$ cat config.mk
export PLATFORM = sky130hd
export DESIGN_NAME = seg7_scanner
export DESIGN_NICKNAME = d
export VERILOG_FILES = /design/src/rtl/seg7_pkg.sv /design/src/rtl/seg7_decoder.sv /design/src/rtl/seg7_scanner.sv
export SDC_FILE = /design/constraint.sdc
export NUM_CORES = 1
export LEC_CHECK = 0
export ABC_AREA = 1
export BUFFER_PORTS_ARGS = -buffer_cell sky130_fd_sc_hd__buf_2
export CORE_UTILIZATION = 35
export DETAILED_ROUTE_END_ITERATION = 6
export PLACE_DENSITY = 0.58
export SYNTH_ARGS = -nofsm -noshare
export SYNTH_HDL_FRONTEND = slang
export SYNTH_SLANG_ARGS = --single-unit
$ cat constraint.sdc
create_clock -name clock -period 3 [get_ports clock]
set_input_delay 0.15 -clock clock [delete_from_list [all_inputs] [get_ports clock]]
set_output_delay 0.15 -clock clock [all_outputs]
set_load 0.005 [all_outputs]
$ cat src/rtl/seg7_pkg.sv
// Shared types and segment encodings for the multiplexed 7-segment scanner.
// Encodings are active-low, bit order gfedcba (bit0 = a).
package seg7_pkg;

  typedef logic [6:0] seg_t;

  localparam seg_t SEG_0   = 7'b1000000;
  localparam seg_t SEG_1   = 7'b1111001;
  localparam seg_t SEG_2   = 7'b0100100;
  localparam seg_t SEG_3   = 7'b0110000;
  localparam seg_t SEG_4   = 7'b0011001;
  localparam seg_t SEG_5   = 7'b0010010;
  localparam seg_t SEG_6   = 7'b0000010;
  localparam seg_t SEG_7   = 7'b1111000;
  localparam seg_t SEG_8   = 7'b0000000;
  localparam seg_t SEG_9   = 7'b0010000;
  localparam seg_t SEG_A   = 7'b0001000;
  localparam seg_t SEG_B   = 7'b0000011;
  localparam seg_t SEG_C   = 7'b1000110;
  localparam seg_t SEG_D   = 7'b0100001;
  localparam seg_t SEG_E   = 7'b0000110;
  localparam seg_t SEG_F   = 7'b0001110;
  localparam seg_t SEG_OFF = 7'h7F;

  typedef enum logic {
    BLANK,
    SHOW
  } scan_state_t;

endpackage

$ cat src/rtl/seg7_decoder.sv
// Combinational hex nibble to active-low gfedcba segment pattern.
module seg7_decoder
  import seg7_pkg::*;
(
  input  logic [3:0] nibble_i,
  output seg_t       seg_o
);

  always_comb begin
    case (nibble_i)
      4'h0:    seg_o = SEG_0;
      4'h1:    seg_o = SEG_1;
      4'h2:    seg_o = SEG_2;
      4'h3:    seg_o = SEG_3;
      4'h4:    seg_o = SEG_4;
      4'h5:    seg_o = SEG_5;
      4'h6:    seg_o = SEG_6;
      4'h7:    seg_o = SEG_7;
      4'h8:    seg_o = SEG_8;
      4'h9:    seg_o = SEG_9;
      4'hA:    seg_o = SEG_A;
      4'hB:    seg_o = SEG_B;
      4'hC:    seg_o = SEG_C;
      4'hD:    seg_o = SEG_D;
      4'hE:    seg_o = SEG_E;
      default: seg_o = SEG_F;
    endcase
  end

endmodule

$ cat src/rtl/seg7_scanner.sv
// Time-multiplexed common-anode display driver with a blanking gap before each
// digit and a frame-aligned double buffer so a new value never shows torn.
module seg7_scanner
  import seg7_pkg::*;
#(
  parameter int DIGITS       = 4,
  parameter int DWELL_CYCLES = 50000,
  parameter int BLANK_CYCLES = 500
) (
  input  logic                clock,
  input  logic                reset,
  input  logic [4*DIGITS-1:0] value,
  input  logic [DIGITS-1:0]   dp_in,
  input  logic                blank_lz,
  input  logic                load,
  output logic [6:0]          seg_n,
  output logic                dp_n,
  output logic [DIGITS-1:0]   an_n,
  output logic                frame_done
);

  localparam int MAX_CYC = (BLANK_CYCLES > DWELL_CYCLES) ? BLANK_CYCLES : DWELL_CYCLES;
  localparam int CNT_W   = $clog2(MAX_CYC + 1);
  localparam int DIG_W   = (DIGITS > 1) ? $clog2(DIGITS) : 1;

  localparam logic [CNT_W-1:0] BLANK_LAST = CNT_W'(BLANK_CYCLES - 1);
  localparam logic [CNT_W-1:0] DWELL_LAST = CNT_W'(DWELL_CYCLES - 1);
  localparam logic [DIG_W-1:0] DIG_LAST   = DIG_W'(DIGITS - 1);

  scan_state_t         state_q, state_d;
  logic [DIG_W-1:0]    digit_q, digit_d;
  logic [CNT_W-1:0]    cnt_q, cnt_d;
  logic                start_q;

  logic [4*DIGITS-1:0] disp_val_q, pend_val_q;
  logic [DIGITS-1:0]   disp_dp_q, pend_dp_q;
  logic                disp_blz_q, pend_blz_q, pend_valid_q;

  logic [DIGITS-1:0]   an_d;
  seg_t                seg_d, dec_seg;
  logic                dp_d, fd_d;
  logic                frame_boundary;
  logic [DIGITS-1:0]   suppress;
  logic                upper_zero;
  logic [3:0]          cur_nib;

  // start_q turns the first edge after reset into a frame start, so the first
  // frame also announces itself on frame_done.
  // NOTE: all always_comb outputs get a default first so no path leaves a latch.
  always_comb begin
    state_d = state_q;
    digit_d = digit_q;
    cnt_d   = cnt_q + 1'b1;
    if (start_q) begin
      state_d = BLANK;
      digit_d = '0;
      cnt_d   = '0;
    end else begin
      case (state_q)
        BLANK: begin
          if (cnt_q == BLANK_LAST) begin
            state_d = SHOW;
            cnt_d   = '0;
          end
        end
        default: begin
          if (cnt_q == DWELL_LAST) begin
            state_d = BLANK;
            cnt_d   = '0;
            digit_d = (digit_q == DIG_LAST) ? '0 : digit_q + 1'b1;
          end
        end
      endcase
    end
  end

  assign frame_boundary = !start_q && (state_q == SHOW) &&
                          (cnt_q == DWELL_LAST) && (digit_q == DIG_LAST);

  // NOTE: blocking assignments here accumulate "all higher nibbles zero" from
  // the top digit down within one evaluation; that is intended combinational use.
  always_comb begin
    upper_zero = 1'b1;
    suppress   = '0;
    for (int d = DIGITS - 1; d >= 0; d--) begin
      upper_zero  = upper_zero && (disp_val_q[4*d +: 4] == 4'h0);
      suppress[d] = disp_blz_q && upper_zero && (d != 0);
    end
  end

  assign cur_nib = disp_val_q[4*digit_d +: 4];

  seg7_decoder u_decoder (
    .nibble_i (cur_nib),
    .seg_o    (dec_seg)
  );

  // Outputs are computed from the next state so they change on the entry edge.
  always_comb begin
    an_d  = '1;
    seg_d = SEG_OFF;
    dp_d  = 1'b1;
    fd_d  = (state_d == BLANK) && (digit_d == '0) && (cnt_d == '0);
    if ((state_d == SHOW) && !suppress[digit_d]) begin
      an_d[digit_d] = 1'b0;
      seg_d         = dec_seg;
      dp_d          = ~disp_dp_q[digit_d];
    end
  end

  // NOTE: sequential state uses non-blocking assignments only, so every
  // register samples pre-edge values regardless of statement order.
  always_ff @(posedge clock or posedge reset) begin
    if (reset) begin
      state_q    <= BLANK;
      digit_q    <= '0;
      cnt_q      <= '0;
      start_q    <= 1'b1;
      an_n       <= '1;
      seg_n      <= SEG_OFF;
      dp_n       <= 1'b1;
      frame_done <= 1'b0;
    end else begin
      state_q    <= state_d;
      digit_q    <= digit_d;
      cnt_q      <= cnt_d;
      start_q    <= 1'b0;
      an_n       <= an_d;
      seg_n      <= seg_d;
      dp_n       <= dp_d;
      frame_done <= fd_d;
    end
  end

  // A load on the boundary edge lands in pending while the old pending moves up.
  always_ff @(posedge clock or posedge reset) begin
    if (reset) begin
      disp_val_q   <= '0;
      disp_dp_q    <= '0;
      disp_blz_q   <= 1'b0;
      pend_val_q   <= '0;
      pend_dp_q    <= '0;
      pend_blz_q   <= 1'b0;
      pend_valid_q <= 1'b0;
    end else begin
      if (frame_boundary && pend_valid_q) begin
        disp_val_q <= pend_val_q;
        disp_dp_q  <= pend_dp_q;
        disp_blz_q <= pend_blz_q;
      end
      if (load) begin
        pend_val_q   <= value;
        pend_dp_q    <= dp_in;
        pend_blz_q   <= blank_lz;
        pend_valid_q <= 1'b1;
      end else if (frame_boundary) begin
        pend_valid_q <= 1'b0;
      end
    end
  end

endmodule

==> impl_metrics.csv, run 1 <==
group,metric,value,unit
outcome,outcome,"finished, final reports clean",
global_route,grt_use_total,0.1595,
synth,synth_cells,475,
final_layout,instances_no_fill,665,
cts,clkSlewWorstSetupHoldPaths,0.08,ns
setup_path,reg2reg_from,"cnt_q[0]",
detailed_routing,drt_iter0_markers,161,
setup_path,arrival,2.86,ns
cts,hold_buffers,9,
die,die_x,107.0,microns
global_route,antenna_found_initial,0,
sta,tns,0,ns
final_layout,drive_gt1_frac,0.1777,
die,core-area,10510,sq um
synth,synth_nets,507,
job,drv_cap,0,
sta,finalSetupViolCount,0,
synth,ys_seq_area_frac,0.4968,
cts,cts_setup_buffers,0,
final_layout,fin_util,0.4252,
die,dieArea,11460,sq um
place,placedCellCount,639,
detailed_routing,vias,3118,
setup_path,required,3.27,ns
setup_path,worstSetupStartpoint,"cnt_q[0]",
cts,cts_resized,0,
global_route,grt_pass1_vias,3123,
min_path,min_path_type,"primary input to register",
final_layout,num_antenna_cells,0,
cts,cts.sinks,76,
setup_path,worstSetupPathType,"register to register",
setup_path,endpoint_kind,"register",
place,post-place-ws,0.4288,ns
synth,yosysUniqueCellTypes,35,
synth,yosysWarnings,0,
place,placed_area,4180,sq um
cts,cts_root_buf,"clkbuf_8",
sta,finalHoldViolations,0,
die,rows,37,
sta,timing.final.crit_share,0.8641,
sta,worst_pin_slew,0.6327,ns
synth,ys_seq_elements,76,
sta,clock.fmax,385.8,MHz
final_layout,nets,556,
min_path,holdCritStartpoint,"value[13]",
detailed_routing,wl,8096,microns
detailed_routing,dr.pass1.iters,4,
cts,htreeDepth,3,
die,die_h,107.0,microns
die,start_util,0.3674,
sta,period_minus_slack,2.592,ns
sta,rsz0062_at_grt,"no",
setup_path,worstRegToRegCells,15,
place,dpl.hpwl,6116,microns
setup_path,cp_max_fo,18,
synth,synth.avg_cell_area,8.129,sq um
detailed_routing,routedWlPerCell,12.17,microns
detailed_routing,viasPerCell,4.689,
cts,numCtsBuffers,9,
global_route,grt_pass1_wl,14340,microns
pwr,p_per_area,424.9,nW/um^2
final_layout,final_area,4468,sq um
detailed_routing,drc,0,
place,port_buffers,36,
sta,fin_ws,0.4077,ns
pwr,peakVddDrop,0.2892,mV
cts,cts_tree,"built",
setup_path,cp-start-kind,"register",
global_route,gr-total-overflow,0,
die,boundaryPins,37,
place,routabilityCongestion,0.8877,
detailed_routing,ant_nets,0,
final_layout,area_growth,15.72,%
pwr,p_leak,0.002220,uW
synth,netlist_area,3861,sq um
cts,clock_latency,0.34,ns
sta,finClkSkew,0.008881,ns
min_path,hold_depth,3,
sta,maxSlewHeadroom,0.5776,
global_route,grt_start_max_net_pins,44,
sta,timing.final.max_slew_violations,0,
cts,ctsLongestPathBuffers,2,
## critical path, stage by stage (launching register included)
cell and delay (ns):
dfrtp_1 0.39, ha_1 0.25, nand2_1 0.13, nor2_4 0.21, nand4_2 0.21, nand3_4 0.25, inv_2 0.12, nand3_1 0.10
nand2_2 0.07, nor2_4 0.17, inv_1 0.10, ha_1 0.23, nand2_1 0.11, nand2_1 0.06, nand2_1 0.06, nand3_1 0.06
## layout by cell type, fill, tap and decap left out, types with 4 or more instances in the layout
cell	count
ha_1	8
nor3_1	9
nand3_1	33
buf_2	36
buf_4	4
nand2_1	137
nand4_1	6
inv_1	61
nor2_1	38
dfrtp_1	63
dfstp_2	13
o21ai_0	49
clkbuf_8	11
dlygate4sd3_1	10
nand2_2	5
## metal layers
layer	routed length [microns]	up-vias	global-route usage
li1	-	1599	-
met1	3721	1436	0.1973
met2	3970	75	0.2714
met3	322	8	0.04559
met4	81	0	0.04305
met5	0	-	0
## area by class of cell
class                   instances  area, sq um
clock buffers                  11        151.4
clock inverters                 5        36.28
fillers                      1052         6041
inverters                      64        240.2
multi-input cells             323         1642
flip-flops and latches         76         1918
well taps                     136        170.2
repair buffers                 50        310.3
## sequential cells by signal (all words and copies together) (netlist names)
name	count
disp_dp_q	4
pend_dp_q	4
state_q	1
pend_valid_q	1
pend_blz_q	1
an_n	4
start_q	1
frame_done	1
disp_blz_q	1
cnt_q	16
seg_n	7
disp_val_q	16
dp_n	1
pend_val_q	16
digit_q	2
## per-stage QoR
step                hold slack [ns]  power (uW)
finish                      0.01535        1898
floorplan                    0.2573        1144
global placement             0.2790        1181
global route               0.002543        1988
detailed placement           0.2777        1184
CTS                        0.003187        1926
## cell families (layout without fill, tap and decap cells)
| kind of cell | count (synthesis) | count (layout) | share of synthesized area |
|---|---|---|---|
| compound gates | 59 | 59 | 0.08166 |
| xor+xnor | 6 | 6 | 0.01361 |
| buf+inv | 76 | 130 | 0.07809 |
| other cells | 1 | 1 | 0.0009712 |
| fa+ha+maj | 8 | 8 | 0.02592 |
| simple gates | 249 | 249 | 0.3030 |
| flops | 76 | 76 | 0.4968 |
## path summary, 6_finish.rpt
kind | end | slack, ns
worst max-delay path | seg_n[3] | 0.41
worst min-delay path | pend_val_q[13] | 0.02
worst max register to register | seg_n[3] | 0.41
worst min register to register | disp_val_q[11] | 0.49
max in group asynchronous | an_n[0] | 1.74
min in group asynchronous | pend_val_q[13] | 0.43
## synth_stat cells
master	instances	share of area
nand2_1	137	0.13
dfrtp_1	63	0.41
inv_1	62	0.060
o21ai_0	49	0.064
nor2_1	38	0.037
nand3_1	33	0.043
dfstp_2	13	0.088
nor3_1	9	0.012
clkbuf_1	8	0.0078
ha_1	8	0.026
nand4_1	6	0.0097
nand2_2	5	0.0081
a31oi_1	3	0.0049
nand3_4	3	0.014
nand3b_1	3	0.0058
nor2_2	3	0.0049
nor2_4	3	0.0087
xnor2_1	3	0.0068
xor2_1	3	0.0068
a22o_1	2	0.0045
buf_4	2	0.0039
inv_2	2	0.0019
nand2_4	2	0.0058
nor2_8	2	0.010
o21ai_1	2	0.0026
o21bai_1	2	0.0039
a41oi_1	1	0.0023
buf_2	1	0.0013
buf_6	1	0.0029
conb_1	1	0.00097
nand3_2	1	0.0026
nand4_2	1	0.0032
nor4_1	1	0.0016
or2_2	1	0.0016
or2_4	1	0.0023
## power breakdown
part           switching (uW)  leakage [uW]  internal, uW
clock                     380     0.0000993           347
sequential               10.7      0.000968          1060
combinational            66.0       0.00115          39.7
total                     456       0.00222          1440
No activity file was read; power rests on OpenSTA's default activity.
==> inputs of run 2 (changes only) <==
==> constraint.sdc (replaced) <==
create_clock -name clock -period 3 [get_ports clock]
set_input_delay 0.3 -clock clock [delete_from_list [all_inputs] [get_ports clock]]
set_output_delay 0.3 -clock clock [all_outputs]
set_load 0.005 [all_outputs]
==> run 2 against run 1 <==
  * Final cell count fell by 1.7%
  * Sequential share of layout area rose by 0.82 points
  * First-iteration DRC count fell by 14%
  * Critical path type unchanged
  * Critical endpoint unchanged
  * Largest power group unchanged
  * Highest routed layer unchanged
==> impl_metrics.csv, run 2 (same netlist as run 1, synthesis figures left out) <==
group,metric,value,unit
outcome,outcome,"finished, final reports clean",
cts,cts_root_buf,"clkbuf_8",
cts,htreeDepth,3,
sta,finalSetupViolCount,0,
setup_path,cp_max_fo,18,
die,core-area,10510,sq um
place,port_buffers,36,
setup_path,rrSetupSlack,0.38,ns
cts,clkSlewWorstSetupHoldPaths,0.09,ns
sta,period_minus_slack,2.615,ns
place,routabilityCongestion,0.8492,
setup_path,required,3.28,ns
detailed_routing,viasPerCell,4.674,
setup_path,worstSetupPathType,"register to register",
cts,cts.sinks,76,
die,start_util,0.3674,
sta,tns,0,ns
sta,timing.final.crit_share,0.8718,
sta,rsz0062_at_grt,"no",
job,drv_cap,0,
sta,timing.final.max_slew_violations,0,
detailed_routing,drc,0,
final_layout,layout_commonest_cell,"nand2_1",
die,boundaryPins,37,
detailed_routing,drt_iter0_markers,139,
final_layout,layout_common_cells,"nand2_1 (137), dfrtp_1 (63), inv_1 (61), o21ai_0 (49), nor2_1 (38)",
detailed_routing,vias,3057,
pwr,p_leak,0.002172,uW
final_layout,fin_util,0.4172,
die,die_h,107.0,microns
detailed_routing,dr.pass1.iters,4,
detailed_routing,wl,7935,microns
cts,cts_resized,0,
global_route,grt_use_total,0.1578,
die,die_x,107.0,microns
detailed_routing,ant_nets,0,
final_layout,nets,545,
sta,finalHoldViolations,0,
final_layout,area_growth,13.54,%
setup_path,cp-start-kind,"register",
final_layout,drive_gt1_frac,0.1776,
pwr,p_per_area,446.5,nW/um^2
place,placed_area,4185,sq um
sta,finClkSkew,0.008978,ns
cts,cts_tree,"built",
final_layout,final_area,4384,sq um
final_layout,num_antenna_cells,0,
pwr,peakVddDrop,0.2722,mV
global_route,grt_pass1_wl,14190,microns
setup_path,endpoint_kind,"register",
global_route,gr-total-overflow,0,
cts,numCtsBuffers,9,
sta,clock.fmax,382.4,MHz
detailed_routing,wl_met1,3774,microns
sta,worst_pin_slew,0.7526,ns
global_route,grt_pass1_vias,3060,
place,dpl.hpwl,5940,microns
global_route,antenna_found_initial,0,
cts,ctsLongestPathBuffers,2,
detailed_routing,dr_wl_met3,278,microns
die,rows,37,
cts,hold_buffers,0,
sta,maxSlewHeadroom,0.4975,
detailed_routing,routed-wl-met2,3788,microns
detailed_routing,routedWlPerCell,12.13,microns
cts,cts_setup_buffers,0,
setup_path,arrival,2.89,ns
die,dieArea,11460,sq um
cts,clock_latency,0.35,ns
detailed_routing,topRoutingLayerUsed,"met4",
global_route,grt_start_max_net_pins,44,
final_layout,top_regs,"cnt_q: 16 flops, disp_val_q: 16 flops, pend_val_q: 16 flops",
min_path,min_path_type,"primary input to async pin",
## run 2: cell count changes in the layout (fill, tap and decap cells not counted), sizes merged, moves of 2 or more
cell         before  now
clkinv            5    1
inv              64   66
dlygate4sd3      10    0
clkinvlp          0    2
## run 2: report_power, final
part | switching (uW) | internal, uW | leakage, uW
clock | 404 | 392 | 0.0000935
combinational | 63.8 | 32.3 | 0.00111
sequential | 11.0 | 1060 | 0.000968
total | 479 | 1480 | 0.00217
## run 2: critical path: stages (launching register included)
cell	delay [ns]
dfrtp_1	0.40
ha_1	0.26
nand2_1	0.13
nor2_4	0.21
nand4_2	0.21
nand3_4	0.25
inv_2	0.12
nand3_1	0.10
nand2_2	0.07
nor2_4	0.17
inv_1	0.11
ha_1	0.23
nand2_1	0.10
nand2_1	0.06
nand2_1	0.05
nand3_1	0.06
## run 2: through the flow
stage	worst slack (ns)	power (uW)	std cells	hold WS (ns)
final	0.3847	1958	654	0.07653
after global routing	0.1095	2058	654	0.1295
after CTS	0.4111	1991	654	0.09305
after detailed placement	0.4329	1185	638	0.4838
after global placement	0.5744	1182	638	0.4662
after floorplan	0.7663	1144	475	0.4073
## run 2: metal layers
metal	vias up	global-route usage
met1	1418	0.1988
met5	-	0
met2	54	0.2668
met4	0	0.04305
li1	1577	-
met3	8	0.04134
## run 2: path summary, 6_finish.rpt
path,startpoint,to,cells after the start
min,reset,digit_q[0],2
min reg2reg,disp_val_q[11],disp_val_q[11],2
max,cnt_q[0],seg_n[3],15
min in group clock,value[4],pend_val_q[4],3
max in group asynchronous,reset,seg_n[6],3
max reg2reg,cnt_q[0],seg_n[3],15
## run 2: area by class of cell
class	instances	area, sq um
Multi-Input combinational cell	323	1642
Clock buffer	10	127.6
Tap cell	136	170.2
Timing Repair Buffer	39	215.2
Clock inverter	6	71.32
Fill cell	1085	6125
Inverter	64	240.2
Sequential cell	76	1918
==> inputs of run 3 (changes only) <==
--- a/config.mk
+++ b/config.mk
@@ -12,4 +12,5 @@
 export PLACE_DENSITY = 0.58
 export SYNTH_ARGS = -nofsm -noshare
 export SYNTH_HDL_FRONTEND = slang
+export SYNTH_HIERARCHICAL = 1
 export SYNTH_SLANG_ARGS = --single-unit
==> constraint.sdc (replaced) <==
create_clock -name clock -period 3.1 [get_ports clock]
set_input_delay 0.31 -clock clock [delete_from_list [all_inputs] [get_ports clock]]
set_output_delay 0.31 -clock clock [all_outputs]
set_load 0.005 [all_outputs]
==> run 3 against run 2 <==
  * Combinational power up 5%
  * Critical path depth stayed put
  * Die area about the same
  * Synthesized area about the same
  * Critical path type unchanged
  * Critical endpoint unchanged
  * Largest power group unchanged
==> impl_metrics.csv, run 3 <==
group,metric,value,unit
global_route,gr-total-overflow,0,
setup_path,required,3.36,ns
place,port_buffers,36,
final_layout,nets,531,
sta,tns,0,ns
synth,ys.flop_type,"dfrtp_1",
sta,rsz0062_at_grt,"no",
final_layout,layout_common_cells,"nand2_1 (125), dfrtp_1 (63), inv_1 (59), nor2_1 (37), buf_2 (36)",
final_layout,drive_gt1_frac,0.2068,
sta,timing.final.crit_share,0.8925,
global_route,met2_usage,0.2438,
pwr,switching_share,0.2253,
global_route,antenna_found_initial,0,
cts,clkSlewWorstSetupHoldPaths,0.08,ns
place,post-place-ws,0.3789,ns
pwr,seqPwrFrac,0.522,
setup_path,arrival,3.03,ns
synth,synth_nets,496,
sta,hold_ws,0.06171,ns
pwr,peakVddDrop,0.2730,mV
sta,period_minus_slack,2.767,ns
detailed_routing,dr.pass1.iters,4,
cts,cts_setup_buffers,0,
final_layout,layout_commonest_cell,"nand2_1",
min_path,min_path_type,"primary input to async pin",
pwr,pwr-share-comb,0.051,
synth,synth_cells,463,
global_route,grt_use_met1,0.2047,
synth,netlist_top_cells_area,"dfrtp_1 (41%), nand2_1 (12%), dfstp_2 (8.8%)",
synth,netlist_area,3864,sq um
final_layout,final_area,4368,sq um
place,routabilityCongestion,0.8764,
synth,yosysWarnings,6,
setup_path,cpMaxStageDelayCell,"dfrtp_1",
final_layout,top_regs,"cnt_q: 16 flops, disp_val_q: 16 flops, pend_val_q: 16 flops",
detailed_routing,drt_iter0_markers,130,
synth,synth_top_area_share,0.4080,
pwr,p_leak,0.002121,uW
die,die_x,107.1,microns
die,die_h,107.1,microns
place,dpl.hpwl,5668,microns
sta,fin_ws,0.3332,ns
die,rows,37,
synth,ys_seq_area_frac,0.4964,
detailed_routing,ant_nets,0,
global_route,grtUsageMet3,0.04134,
sta,finClkSkew,0.01076,ns
sta,finalHoldViolations,0,
cts,htreeDepth,3,
die,core-area,10510,sq um
setup_path,critPathMostFrequentCell,"nand2_1",
pwr,switching_power,445.6,uW
synth,synth_edf_count,0,
detailed_routing,routedWlPerCell,11.97,microns
global_route,grt_start_max_net_pins,47,
cts,cts.sinks,76,
global_route,grt-busiest-layer,"met2",
cts,cts_resized,0,
job,drv_cap,0,
synth,synth.most_common_cell,"nand2_1",
synth,postSynth.asyncResetShare,1.000,
setup_path,slowest_delay,0.37,ns
setup_path,worstSetupPathType,"register to register",
detailed_routing,viasPerCell,4.634,
synth,synth.avg_cell_area,8.345,sq um
die,start_util,0.3677,
synth,yosysUniqueCellTypes,32,
detailed_routing,drc,0,
sta,finalSetupViolCount,0,
global_route,grt_pass1_wl,13770,microns
sta,timing.final.max_slew_violations,0,
pwr,clkPwrFrac,0.427,
synth,synth_common_cells,"nand2_1 (125), dfrtp_1 (63), inv_1 (60)",
cts,cts_tree,"built",
sta,maxSlewHeadroom,0.4583,
final_layout,area_growth,13.05,%
final_layout,num_antenna_cells,0,
global_route,grt_use_total,0.1525,
die,dieArea,11460,sq um
setup_path,cp_max_fo,7,
detailed_routing,wl,7647,microns
cts,hold_buffers,0,
setup_path,path_cells,"ha_1 > nand3_1 > inv_2 > nand4_1 > nand3_4 > nand2_1 > inv_1 > nand2_1 > nand4_1 > inv_1 > ha_1 > nand2_1 > nand3_1 > nand2_1 > nand3b_1",
place,placedCellCount,623,
synth,ys_seq_elements,76,
cts,clock_latency,0.34,ns
cts,cts_root_buf,"clkbuf_8",
sta,worst_pin_slew,0.8096,ns
sta,clock.fmax,361.4,MHz
outcome,outcome,"finished, final reports clean",
global_route,grt_pass1_vias,2949,
setup_path,cp-start-kind,"register",
die,boundaryPins,37,
cts,numCtsBuffers,9,
cts,ctsLongestPathBuffers,2,
detailed_routing,vias,2961,
pwr,p_int,1532,uW
pwr,p_per_area,452.8,nW/um^2
setup_path,endpoint_kind,"register",
final_layout,instances_no_fill,639,
synth,yosys.area.top_type,"dfrtp_1",
place,placed_area,4143,sq um
run 3: critical path: cells and delay by family (launching register included):
kind	cells	cell delay, ns
buf+inv	3	0.49
flops	1	0.37
fa+ha+maj	2	0.54
simple gates	10	1.29
run 3: metal layers:
layer  part of all wire  vias up
li1                   -     1530
met1               0.48     1364
met2               0.47       61
met3              0.038        6
met4             0.0072        0
met5                  0        -
run 3: final cells by class:
class,instances,area [sq um]
timing repair buffer,38,207.7
tap,136,170.2
clock buffer,11,141.4
fill,1095,6141
clock inverter,5,83.83
multi-input combinational,308,1603
sequential,76,1918
inverter,65,244.0
run 3: cell families (layout without fill, tap and decap cells):
group / count (synthesis) / in the layout / synth area share
buf+inv: 79 / 119 / 0.08873
flops: 76 / 76 / 0.4964
fa+ha+maj: 9 / 9 / 0.02915
simple gates: 237 / 237 / 0.2866
xor+xnor: 6 / 6 / 0.01360
compound gates: 55 / 55 / 0.08452
other cells: 1 / 1 / 0.0009706
run 3: power by group through the flow:
stage,Sequential [uW],Combinational (uW),Clock [uW]
after floorplan,1050,66.9,0
after global placement,1050,103,0
after detailed placement,1050,105,0
after CTS,1030,105,886
after global routing,1030,121,931
final,1030,101,845
run 3: worst paths after layout:
check / slack [ns] / start / endpoint / depth (start not counted)
min in group clock: 0.17 / value[7] / pend_val_q[7] / 3
min reg2reg: 0.47 / cnt_q[0] / cnt_q[0] / 1
max in group asynchronous: 2.32 / reset / start_q / 3
min: 0.06 / reset / cnt_q[3] / 2
max: 0.33 / cnt_q[0] / seg_n[3] / 15
max reg2reg: 0.33 / cnt_q[0] / seg_n[3] / 15
run 3: metrics by stage:
step / power, uW / utilization
after detailed placement: 1156 / 0.3942
final: 1978 / 0.4156
after global placement: 1153 / 0.3942
after floorplan: 1115 / -
after global routing: 2085 / 0.4156
after CTS: 2022 / 0.4156
